$ cat config.mk
export PLATFORM = sky130hd
export DESIGN_NAME = mem_access
export DESIGN_NICKNAME = d
export VERILOG_FILES = /design/src/rtl/mem_access_pkg.sv /design/src/rtl/mem_access_st_merge.sv /design/src/rtl/mem_access.sv
export SDC_FILE = /design/constraint.sdc
export NUM_CORES = 1
export LEC_CHECK = 0
export ABC_AREA = 1
export CORE_MARGIN = 5
export CORE_UTILIZATION = 28
export DETAILED_ROUTE_END_ITERATION = 8
export PLACE_DENSITY_LB_ADDON = 0.1
export REMOVE_ABC_BUFFERS = 1
export SYNTH_ARGS = -nofsm -noshare
export SYNTH_HDL_FRONTEND = slang
export SYNTH_SLANG_ARGS = --single-unit
$ cat constraint.sdc
create_clock -name clk -period 2.09 [get_ports clk]
set_input_delay 0.3135 -clock clk [delete_from_list [all_inputs] [get_ports clk]]
set_output_delay 0.3135 -clock clk [all_outputs]
set_load 0.02 [all_outputs]
$ cat src/rtl/mem_access_pkg.sv
// mem_access_pkg
// Shared definitions for the memory access block: access-size encodings
// (shared with the load-size stage), the controller state enumeration and a
// helper that flags unsupported or misaligned requests.
package mem_access_pkg;

  localparam logic [1:0] OP_BYTE = 2'b00;
  localparam logic [1:0] OP_HALF = 2'b01;
  localparam logic [1:0] OP_WORD = 2'b10;
  localparam logic [1:0] OP_INV  = 2'b11;

  typedef enum logic [2:0] {
    IDLE  = 3'd0,
    RD    = 3'd1,
    LATCH = 3'd2,
    WR    = 3'd3,
    DONE  = 3'd4
  } state_t;

  // True for an invalid size, or an access not aligned to its own size.
  function automatic logic req_bad(input logic [1:0] op, input logic [1:0] lsb);
    req_bad = (op == OP_INV) ||
              ((op == OP_WORD) && (lsb != 2'b00)) ||
              ((op == OP_HALF) && lsb[0]);
  endfunction

endpackage

$ cat src/rtl/mem_access_st_merge.sv
// st_merge
// Combinational store merge: replaces the low byte / low halfword of the word
// read back from memory with store data; a word store passes store data whole.
// Ports:
//   op     - access size (OP_BYTE / OP_HALF / OP_WORD)
//   mdr    - memory data register (word previously read)
//   wdata  - captured store data
//   merged - word to write back
module st_merge
  import mem_access_pkg::*;
(
  input  logic [1:0]  op,
  input  logic [31:0] mdr,
  input  logic [31:0] wdata,
  output logic [31:0] merged
);

  always_comb begin
    merged = wdata;
    case (op)
      OP_BYTE: merged = {mdr[31:8], wdata[7:0]};
      OP_HALF: merged = {mdr[31:16], wdata[15:0]};
      default: merged = wdata;
    endcase
  end

endmodule

$ cat src/rtl/mem_access.sv
// mem_access
// Memory access controller for loads and stores. Loads read a word into the
// memory data register; word stores write directly; byte/halfword stores do a
// read-modify-write through st_merge. Bad requests finish at once with err.
//
// Handshake: start is a request strobe accepted only when busy=0 (IDLE); all
// request fields (we/op/addr/wdata) are captured on the accepting edge, so
// they need only be valid while start is high. done pulses for exactly one
// cycle when the access completes; busy is high from accept through done.
//
// Ports:
//   clk, reset_n           - clock, asynchronous active-low reset
//   start, we, op, addr    - request strobe, store/load, size, byte address
//   wdata                  - store data
//   mem_rdata              - memory read word
//   mem_addr, mem_wr       - word address, write enable (one cycle per store)
//   mem_wdata              - merged write word (zero outside WR)
//   mdr_out                - memory data register
//   busy, done, err        - status
//   state                  - current controller state (observability)
module mem_access
  import mem_access_pkg::*;
#(
  parameter int MEM_LAT = 1
) (
  input  logic        clk,
  input  logic        reset_n,
  input  logic        start,
  input  logic        we,
  input  logic [1:0]  op,
  input  logic [31:0] addr,
  input  logic [31:0] wdata,
  input  logic [31:0] mem_rdata,
  output logic [31:0] mem_addr,
  output logic        mem_wr,
  output logic [31:0] mem_wdata,
  output logic [31:0] mdr_out,
  output logic        busy,
  output logic        done,
  output logic        err,
  output state_t      state
);

  localparam logic [2:0] CNT_INIT = 3'(MEM_LAT - 1);

  // Only the word address is kept; the byte offset matters only for the
  // alignment check made at accept time.
  logic [31:2] addr_q;
  logic [1:0]  op_q;
  logic        we_q;
  logic [31:0] wdata_q;
  logic [2:0]  cnt;
  logic [31:0] merged;

  st_merge u_merge (
    .op     (op_q),
    .mdr    (mdr_out),
    .wdata  (wdata_q),
    .merged (merged)
  );

  always_ff @(posedge clk or negedge reset_n) begin
    if (!reset_n) begin
      state   <= IDLE;
      addr_q  <= '0;
      op_q    <= '0;
      we_q    <= 1'b0;
      wdata_q <= '0;
      cnt     <= '0;
      mdr_out <= '0;
      err     <= 1'b0;
    end else begin
      case (state)
        IDLE: begin
          if (start) begin
            addr_q  <= addr[31:2];
            op_q    <= op;
            we_q    <= we;
            wdata_q <= wdata;
            err     <= req_bad(op, addr[1:0]);
            if (req_bad(op, addr[1:0])) begin
              state <= DONE;
            end else if (we && (op == OP_WORD)) begin
              state <= WR;
            end else begin
              // Loads and sub-word stores both need the current word first.
              state <= RD;
              cnt   <= CNT_INIT;
            end
          end
        end
        RD: begin
          if (cnt == 3'd0) state <= LATCH;
          else             cnt   <= cnt - 3'd1;
        end
        LATCH: begin
          mdr_out <= mem_rdata;
          state   <= we_q ? WR : DONE;
        end
        WR:      state <= DONE;
        DONE:    state <= IDLE;
        default: state <= IDLE;
      endcase
    end
  end

  assign mem_addr  = {addr_q, 2'b00};
  assign mem_wr    = (state == WR);
  assign mem_wdata = mem_wr ? merged : 32'h0;
  assign busy      = (state != IDLE);
  assign done      = (state == DONE);

endmodule

## Yosys cells after proc, flatten, opt, wreduce, memory -nomap -nowiden

Cells that the tools add are included.

- Muxes and demuxes: 13
- Reduce and logical (&&, ||, !) cells: 14
- Add/subtract/negate cells: 1
- Equal/unequal tests: 13

Operator list:

| operator | count |
|---|---|
| case mux 32 bit (2 select lines) | 1 |
| two-way mux 32 bit | 1 |
| two-way mux 3 bit | 8 |
| case mux 3 bit (4 select lines) | 1 |
| inequality test 2 bit, second input constant | 5 |
| == test 3 x 2 -> 1 bit, second input constant | 2 |
| zero test 3 bit | 2 |
| case mux 3 bit (2 select lines) | 1 |
| AND reduction 5 bit | 1 |
| == test 2 x 1 -> 1 bit, second input constant | 2 |
| == test 2 bit, second input constant | 2 |
| AND reduction 2 bit | 2 |
| nonzero test 2 bit | 2 |
| == test 3 x 1 -> 1 bit, second input constant | 1 |
| == test 3 bit, second input constant | 1 |
| logical AND 1 bit | 3 |
| nonzero test 3 bit | 1 |
| subtractor 3 x 1 -> 3 bit, second input constant | 1 |
| zero test 2 bit | 1 |
| logical OR 1 bit | 2 |
| two-way mux 2 bit | 1 |

- Bits in registers: 104
- Input bits: 102
- Logic and storage cells: 49
- Output and inout port bits: 103

## Logic depth before layout (Yosys ltp)

Gate-level depths: netlist (run 1).

- Word-level depth: 7
- Depth in mapped cells: 8
- Depth with buffers taken out: 8

## Modules after synthesis

A second synthesis (run 1) with hierarchy kept.

- Cells, all modules: 628
- Area, all modules: 4777.1 sq um

Modules (own cells, without submodules):

| module | sequential area each (sq um) | instances | area an instance (sq um) | cells an instance |
|---|---|---|---|---|
| mem_access | 2602.5 | 1 | 4390.5 | 543 |
| st_merge | 0.0 | 1 | 386.6 | 85 |

## Worst setup path after synthesis (run 1)

Ideal clock, no wire load.

- Path type: flip-flop to output port
- Start: reg state[0]
- End: out mem_wdata[13]
- Required time: 1776 ps
- Setup slack: 343 ps
- Buffers on the path: 1
- Cell stages (with the launch flop): 6
- Data arrival time: 1434 ps
- Cell sequence: dfrtp_1 -> inv_2 -> nor3_4 -> buf_4 -> o21ai_0 -> nor2_1

- Word-level cells in the longest chain between the ends: 2

RTL lines:

| what | RTL line | RTL |
|---|---|---|
| start: declaration | mem_access.sv:41 | `output state_t state` |
| start signal: assignment | mem_access.sv:98 | `state <= we_q ? WR : DONE;` |
| == test 3 x 2 -> 1 bit | mem_access.sv:108 | `assign mem_wr = (state == WR);` |
| two-way mux 32 bit | mem_access.sv:109 | `assign mem_wdata = mem_wr ? merged : 32'h0;` |
| end: declaration | mem_access.sv:36 | `output logic [31:0] mem_wdata,` |

No other way between the ends.

## Worst setup path after layout (run 1)

- Start: reg state[2]
- End: out mem_wdata[3]

The elaborated chain is that of the path after synthesis.

==> flow_results.org, run 1 <==
** Hold path
- The path class of the tightest hold or removal check is primary input to asynchronous set/reset pin.

** Timing
- In the finished design, the share of the clock period the worst path needs comes to 94.58%.
- Worst slew pin tran :: 549.4 ps
- Finish-stage setup viols :: 0
- Derived from the worst setup path, the maximum achievable clock frequency is 505.9 MHz.
- Final hold violation count :: 0
- RSZ-0062 raised after global routing :: true
- The worst path needs 1977 ps of the cycle, external delays included.
- The number of slew-limit violations in the final report was 0.
- Worst path setup slack after routing :: 113.3 ps
- Final hold analysis gives a worst-case slack of 452.8 ps.
- Max-slew headroom :: 63.33%
- Summed over all failing endpoints, the final setup total negative slack is 0 ps.
- Across the routed clock network, the largest skew measured is 6.001 ps.

** Detailed routing
- In the final routed layout, each cell accounts on average for 14.34 um.
- After detailed routing, the number of remaining DRC violations is 0.
- For this block, the initial DRC count from the detailed router was 172.
- Detailed-routing iteration count for the pre-antenna-repair pass :: 4
- Routed wire length :: 14.46 mm
- Final antenna-violating net count :: 0
- Via count :: 4,306
- In the routed layout, each cell is associated on average with a via count of 4.272.

** Power
- Design internal power :: 6.048 mW
- Per report_power, the clock group accounts for 17.0% of the total.
- Net switching is 41.19% of the power.
- Maximum vdd ir drop :: 0.6972 mV
- Post-layout power :: 10.28 mW
- The share of total power dissipated in sequential elements is 34.1%.
- Pleak :: 3.662 nW
- Net switching power of the design :: 4.236 mW
- Power Dens Cells :: 1435 nW/um^2
- Combinational power share :: 48.9%

** Outcome
- The run finished with clean final reports.

** Setup path
- Bufs and invs on worst path :: 3
- The critical path goes through nor3_4 -> buf_6 -> clkinvlp_4 -> nor2_1 -> buf_2.
- Launch point of the worst reg-to-reg path :: state[0]
- Required time at the endpoint of the critical path :: 1780 ps
- The critical path crosses 5 cells after its start point.
- Worst Path Max Fanout :: 8
- Critical-path cell with the highest stage delay :: dfrtp_1
- The worst register-to-register path has a depth of 7.
- On the worst path, the slowest cell contributes a delay of 420 ps.
- Grouping stages by cell kind, the critical path spends the most delay in buffers and inverters.
- First element of the critical path :: state[2]
- Critical path type :: flop to output pin
- The worst setup path is launched from a flop.
- The worst setup path is captured at an output pin.
- Arrival time worst endpoint :: 1660 ps

** Placed design
- DP Cell Count :: 991
- PortBufs :: 202
- Summed over all nets, the half-perimeter wirelength after detailed placement is 10.69 mm.
- Routability-driven placement congestion ratio :: 0.7771
- Setup slack at placement :: 32.23 ps
- Post-place instance area :: 6929 um^2

** Clock tree
- Clock tree from TritonCTS :: done
- Clk pin slew, worst setup/hold paths :: 80 ps
- At the later pin of the worst-skew pair, clock insertion delay measures 350 ps.
- In this run, CTS created clock tree buffers numbering 9.
- Clock Sink Count :: 104
- Number of setup buffers added after CTS :: 0
- Bufs on Longest Clock Path :: 2
- Root Buffer Master :: clkbuf_16
- Max H-tree Level :: 3

** Layout
- Util after Layout :: 44.80%
- Summing all non-filler instances in the final layout gives an area of 7168 um^2.
- Fill count :: 1,633
- Non-filler cells in the finished layout :: 1,008
- Leaving out fill and tap cells, the most frequent cells in the layout are nand2_1 (289), clkdlybuf4s50_1 (166), dfrtp_1 (104).
- Registers take 2603 um^2.
- Antenna fix cells :: 0
- Most common library cell in the layout ignoring fill and taps :: nand2_1
- In the final layout, the multi-input gates occupy 1637 um^2.
- Share of post-route cells with drive strength above 1 :: 7.702%
- For this run, the post-layout net count is 891.
- Relative to the synthesized area, the layout overhead comes to 55.72%.

** Global route
- For this run, the total global-route usage over all layers was measured as 15.16%.
- The initial antenna violation count was 1.
- Entering global routing, the biggest net connects 46 pins.
- After global routing the overflow that remains totals 0.
- The first global-routing pass estimated 23.63 mm of wire.
- The number of global-route vias before repair is 4,525.

** Yosys
- For this run, the leading register cell type out of synthesis is dfrtp_1.
- Total number of yosys warnings :: 0
- Async SR Flop Fraction :: 100.0%
- After synthesis the cells add up to 4603 um^2.
- Share of synthesized area occupied by flip-flops and latches :: 56.54%
- The synthesized design contains 104 register bits.
- Synth Area per Inst :: 7.909 um^2
- EDFF count, synth :: 0
- Yosys mapped the design onto 23 distinct sky130hd cell types.
- Synthesis produced 582 cells.

** Floorplanning
- 205 I/O pins were placed.
- Y dimension of the die :: 138.2 um
- Floorplan die area :: 19,100 um^2
- In this run the standard cell core region covers 16,000 um^2.
- Effective utilization at floorplan :: 28.77%
- The die is 138.2 um wide.
- The floorplan has 46 rows.

** Run
- Reported max-cap violation count :: 0
## worst register-to-register path, cell delays in order, from the launching register on
cell	delay, ps
dfrtp_1	390
buf_4	160
nor2_1	120
nand2_2	120
nor2_4	160
buf_4	370
nand2_1	110
o21ai_1	90
## state kept, by name, summed over array words and instances, names as in the netlist
signal   cells
mdr_out     32
wdata_q     32
addr_q      30
cnt          3
state        3
op_q         2
err          1
we_q         1
## cells by family after synthesis
logic type	synth area share, %
buffers and inverters	8.046
flip-flops	56.54
other	0.08147
XOR/XNOR	0.1903
adder cells (fa/ha/maj)	0.5435
AND/OR/NAND/NOR	28.35
AO/OA/AOI/OAI	6.252
## final cells by class
cell class,count,area share (%)
clock buffers,9,3.142
well taps,216,3.770
inverters,56,2.985
clock inverters,7,1.100
repair buffers,222,29.87
flip-flops and latches,104,36.31
multi-input cells,394,22.83
## cell usage after synthesis, types with 3 or more instances
cell type | instances | share of area (%)
nand2_1 | 289 | 24
dfrtp_1 | 104 | 57
inv_1 | 53 | 4.3
o21ai_0 | 43 | 4.7
nor2_1 | 22 | 1.8
buf_2 | 11 | 1.2
clkbuf_1 | 9 | 0.73
nor3_1 | 9 | 0.98
o21ai_1 | 9 | 0.98
buf_4 | 8 | 1.3
nand3_1 | 6 | 0.65
a21oi_1 | 4 | 0.43
inv_2 | 3 | 0.24
## repair_timing
item | 4_1_cts | 5_1_grt
hold buffers | 1 | 0
resized for setup | 51 | 30
gates cloned | 0 | 0
hold endpoints to repair | 29 | 0
pin swaps | 0 | 1
endpoints found under the setup margin | 34 | 17
## power by group through the flow
stage	Sequential [mW]	Combinational [mW]	Clock [mW]
after floorplan	4.32	1.79	0
after global placement	3.53	5.08	0
after detailed placement	3.54	5.16	0
after CTS	3.52	5.14	1.82
after global routing	3.64	5.57	1.90
final	3.51	5.03	1.75
## final timing paths
path                                 to  slack (ps)
setup / recovery           mem_wdata[3]         110
hold / removal              mdr_out[27]         450
setup reg to reg             wdata_q[2]         490
hold reg to reg             wdata_q[13]         470
max in group asynchronous   wdata_q[23]        1000
min in group clk            wdata_q[13]         470
## per-layer routing
layer	routed length [um]	vias up	track usage, %
met5	18	-	0
met4	183	2	4.420
met3	1573	14	7.276
met2	6475	162	24.23
met1	6204	1966	18.27
li1	-	2162	-
(Power assumes the default switching activity.)
==> inputs of run 2 (changes only) <==
- HOLD_SLACK_MARGIN: default -> 0.08
- PLACE_DENSITY: default -> 0.6
- PLACE_DENSITY_LB_ADDON: 0.1 -> default
==> flow_results.org, run 2 (synthesis gave the netlist of run 1 again) <==
** Global route
- Total global-route track usage :: 15.13%
- The initial antenna violation count was 0.
- Entering global routing, the biggest net connects 49 pins.
- Number of global-route vias before repair :: 4,259
- The total overflow left after global routing is 0.
- Global-route wire length before repair :: 23.32 mm

** Floorplanning
- From left edge to right edge, the die measures 138.2 um.
- Boundary Pins :: 205
- The die is 138.2 um tall.
- After floorplanning, the core was sized to cover 16,000 um^2.
- Row generation in the floorplan step produced 46 rows.
- Floorplan die area :: 19,100 um^2
- Effective utilization at floorplan :: 28.77%

** Timing
- Across the routed clock network, the largest skew measured is 5.743 ps.
- Final hold violation count :: 0
- Setup repair after global routing could not meet its margin everywhere.
- Worst slew pin tran :: 605.9 ps
- Timing would allow up to 473.9 MHz.
- The worst path in the final design needs a cycle of 2110 ps, including I/O delays and setup.
- After layout, the worst path uses 101.0% of the clock period.
- Finish-stage setup viols :: 4
- The number of slew-limit violations in the final report came to 0.
- In the post-route analysis, the smallest setup slack over all paths is -19.94 ps.
- Max-slew headroom :: 59.56%

** Placed design
- In this run the tool buffered the top-level ports with 202 buffer cells.
- Setup slack at placement :: 58.29 ps
- Routability-driven placement congestion ratio :: 0.7669
- The HPWL after detailed placement is 10.59 mm.

** Layout
- In the final layout, the registers with the most flip-flops are mdr_out: 32 flops, wdata_q: 32 flops, addr_q: 30 flops.
- Leaving out fill and tap cells, the most frequent cell in the layout is nand2_1.
- Highest-count cells in the layout ignoring fill and taps :: nand2_1 (289), clkdlybuf4s50_1 (166), dfrtp_1 (104)
- The number of antenna diodes in the final layout is 0.
- Area grow syn2layout :: 55.72%
- Cells with a size suffix above 1 make up 11.25% of the layout.
- Total Nets Final :: 900
- The filler cells instantiated in the layout total 1,673.

** Clock tree
- Root Buffer Master :: clkbuf_16
- CTS built an H-tree with a depth of 3.
- Clock tree from TritonCTS :: done
- Bufs on Longest Clock Path :: 2
- The number of clock buffers added by TritonCTS is 9.
- The clock net in this run drives a total of 104 sinks.
- Clk pin slew, worst setup/hold paths :: 70 ps
- For the worst-skew pair, the clock arrives at the later sink with an insertion delay of 350 ps.

** Setup path
- STA puts the critical path data required time at 1780 ps.
- The worst register-to-register path has a depth of 6.
- In this run the critical register-to-register path is captured at mdr_out[23].
- First element of the critical path :: state[1]
- Type of origin of the critical path :: flop
- Launch point of the worst reg-to-reg path :: state[1]
- Setup slack on the worst reg-to-reg path comes out at 500 ps.
- STA puts the critical path data arrival time at 1800 ps.
- Worst Path Max Fanout :: 8
- Crit path capture type :: output pin
- Capturing element of the worst setup path :: mem_wdata[7]
- Critical path type :: flop to output pin

** Detailed routing
- Via count :: 4,284
- In the routed layout, each cell is associated on average with a via count of 4.217.
- In this run the remaining antenna-violating nets after routing total 0.
- After detailed routing, the number of remaining DRC violations is 0.
- WL per Instance :: 14.23 um
- Initial DRC count :: 202
- Detailed-routing iteration count for the pre-antenna-repair pass :: 4
- For this block, the routed nets add up to 14.46 mm of wire.

** Power
- Maximum vdd ir drop :: 0.5964 mV
- In this run the power density over the cells is 1431 nW/um^2.
- Summing internal, switching and leakage power gives 10.25 mW.
- For this design the static power due to leakage is 3.636 nW.

** Outcome
- The final reports fail on setup timing.
- The run finished, with violations left.

** Hold path
- The path class of the tightest hold or removal check is primary input to asynchronous set/reset pin.

** Run
- Across the run, the number of max-cap violations was 0.
[run 2: layout make-up]
type                    instances  area, um^2  share of cell area, %
flip-flops and latches        104        2603                  36.31
inverters                      56       214.0                  2.985
multi-input cells             394        1652                  23.04
well taps                     216       270.3                  3.770
clock buffers                  11       242.7                  3.386
clock inverters                 4       45.04                 0.6284
repair buffers                231        2142                  29.88
[run 2: routing by layer]
| metal | vias to the layer above | track usage (%) | part of all wire [%] |
|---|---|---|---|
| li1 | 2178 | - | - |
| met1 | 1926 | 20.39 | 46 |
| met2 | 167 | 22.15 | 43 |
| met3 | 13 | 6.276 | 9.6 |
| met4 | 0 | 4.836 | 1.5 |
| met5 | - | 0 | 0 |
[run 2: critical path, cell delays in order, from the launching register on]
cell,delay (ps)
dfrtp_1,390
inv_2,70
nor3_4,220
buf_6,170
clkinvlp_4,190
buf_4,190
nor2_2,70
buf_4,140
[run 2: power by group]
group          leakage (nW)  switching (mW)  internal, mW  total (mW)
combinational          2.20            2.90          2.14        5.04
clock                 0.145           0.740         0.950        1.69
sequential             1.29           0.537          2.99        3.52
total                  3.64            4.17          6.08        10.3
[run 2: how the worst min path moves through the flow]
stage	startpoint	to	slack, ps
floorplan	reset_n	addr_q[10]	20
global placement	reset_n	mdr_out[18]	220
detailed placement	reset_n	mdr_out[18]	220
CTS	reset_n	mdr_out[21]	400
global route	reset_n	mdr_out[21]	440
finish	reset_n	mdr_out[21]	420
[run 2: what timing repair did]
item | CTS | global route
resized for setup | 42 | 77
pin swaps | 0 | 3
hold buffers | 1 | 0
endpoints found under the hold margin | 18 | 0
cloned | 0 | 1
buffers inserted | 0 | 6
endpoints found under the setup margin | 34 | 28
[run 2: through the flow]
step                instance area [um^2]  utilization (%)  std cells  hold WS, ps  setup TNS [ps]
finish                              7168            44.80       1016        415.9          -54.68
global route                        7168            44.80       1016        438.9          -694.5
CTS                                 7212            45.07       1009        399.9           -1769
detailed placement                  6919            43.24        993        220.2               0
global placement                    6919            43.24        993        224.9               0
floorplan                           4447                -        554        17.91          -26860
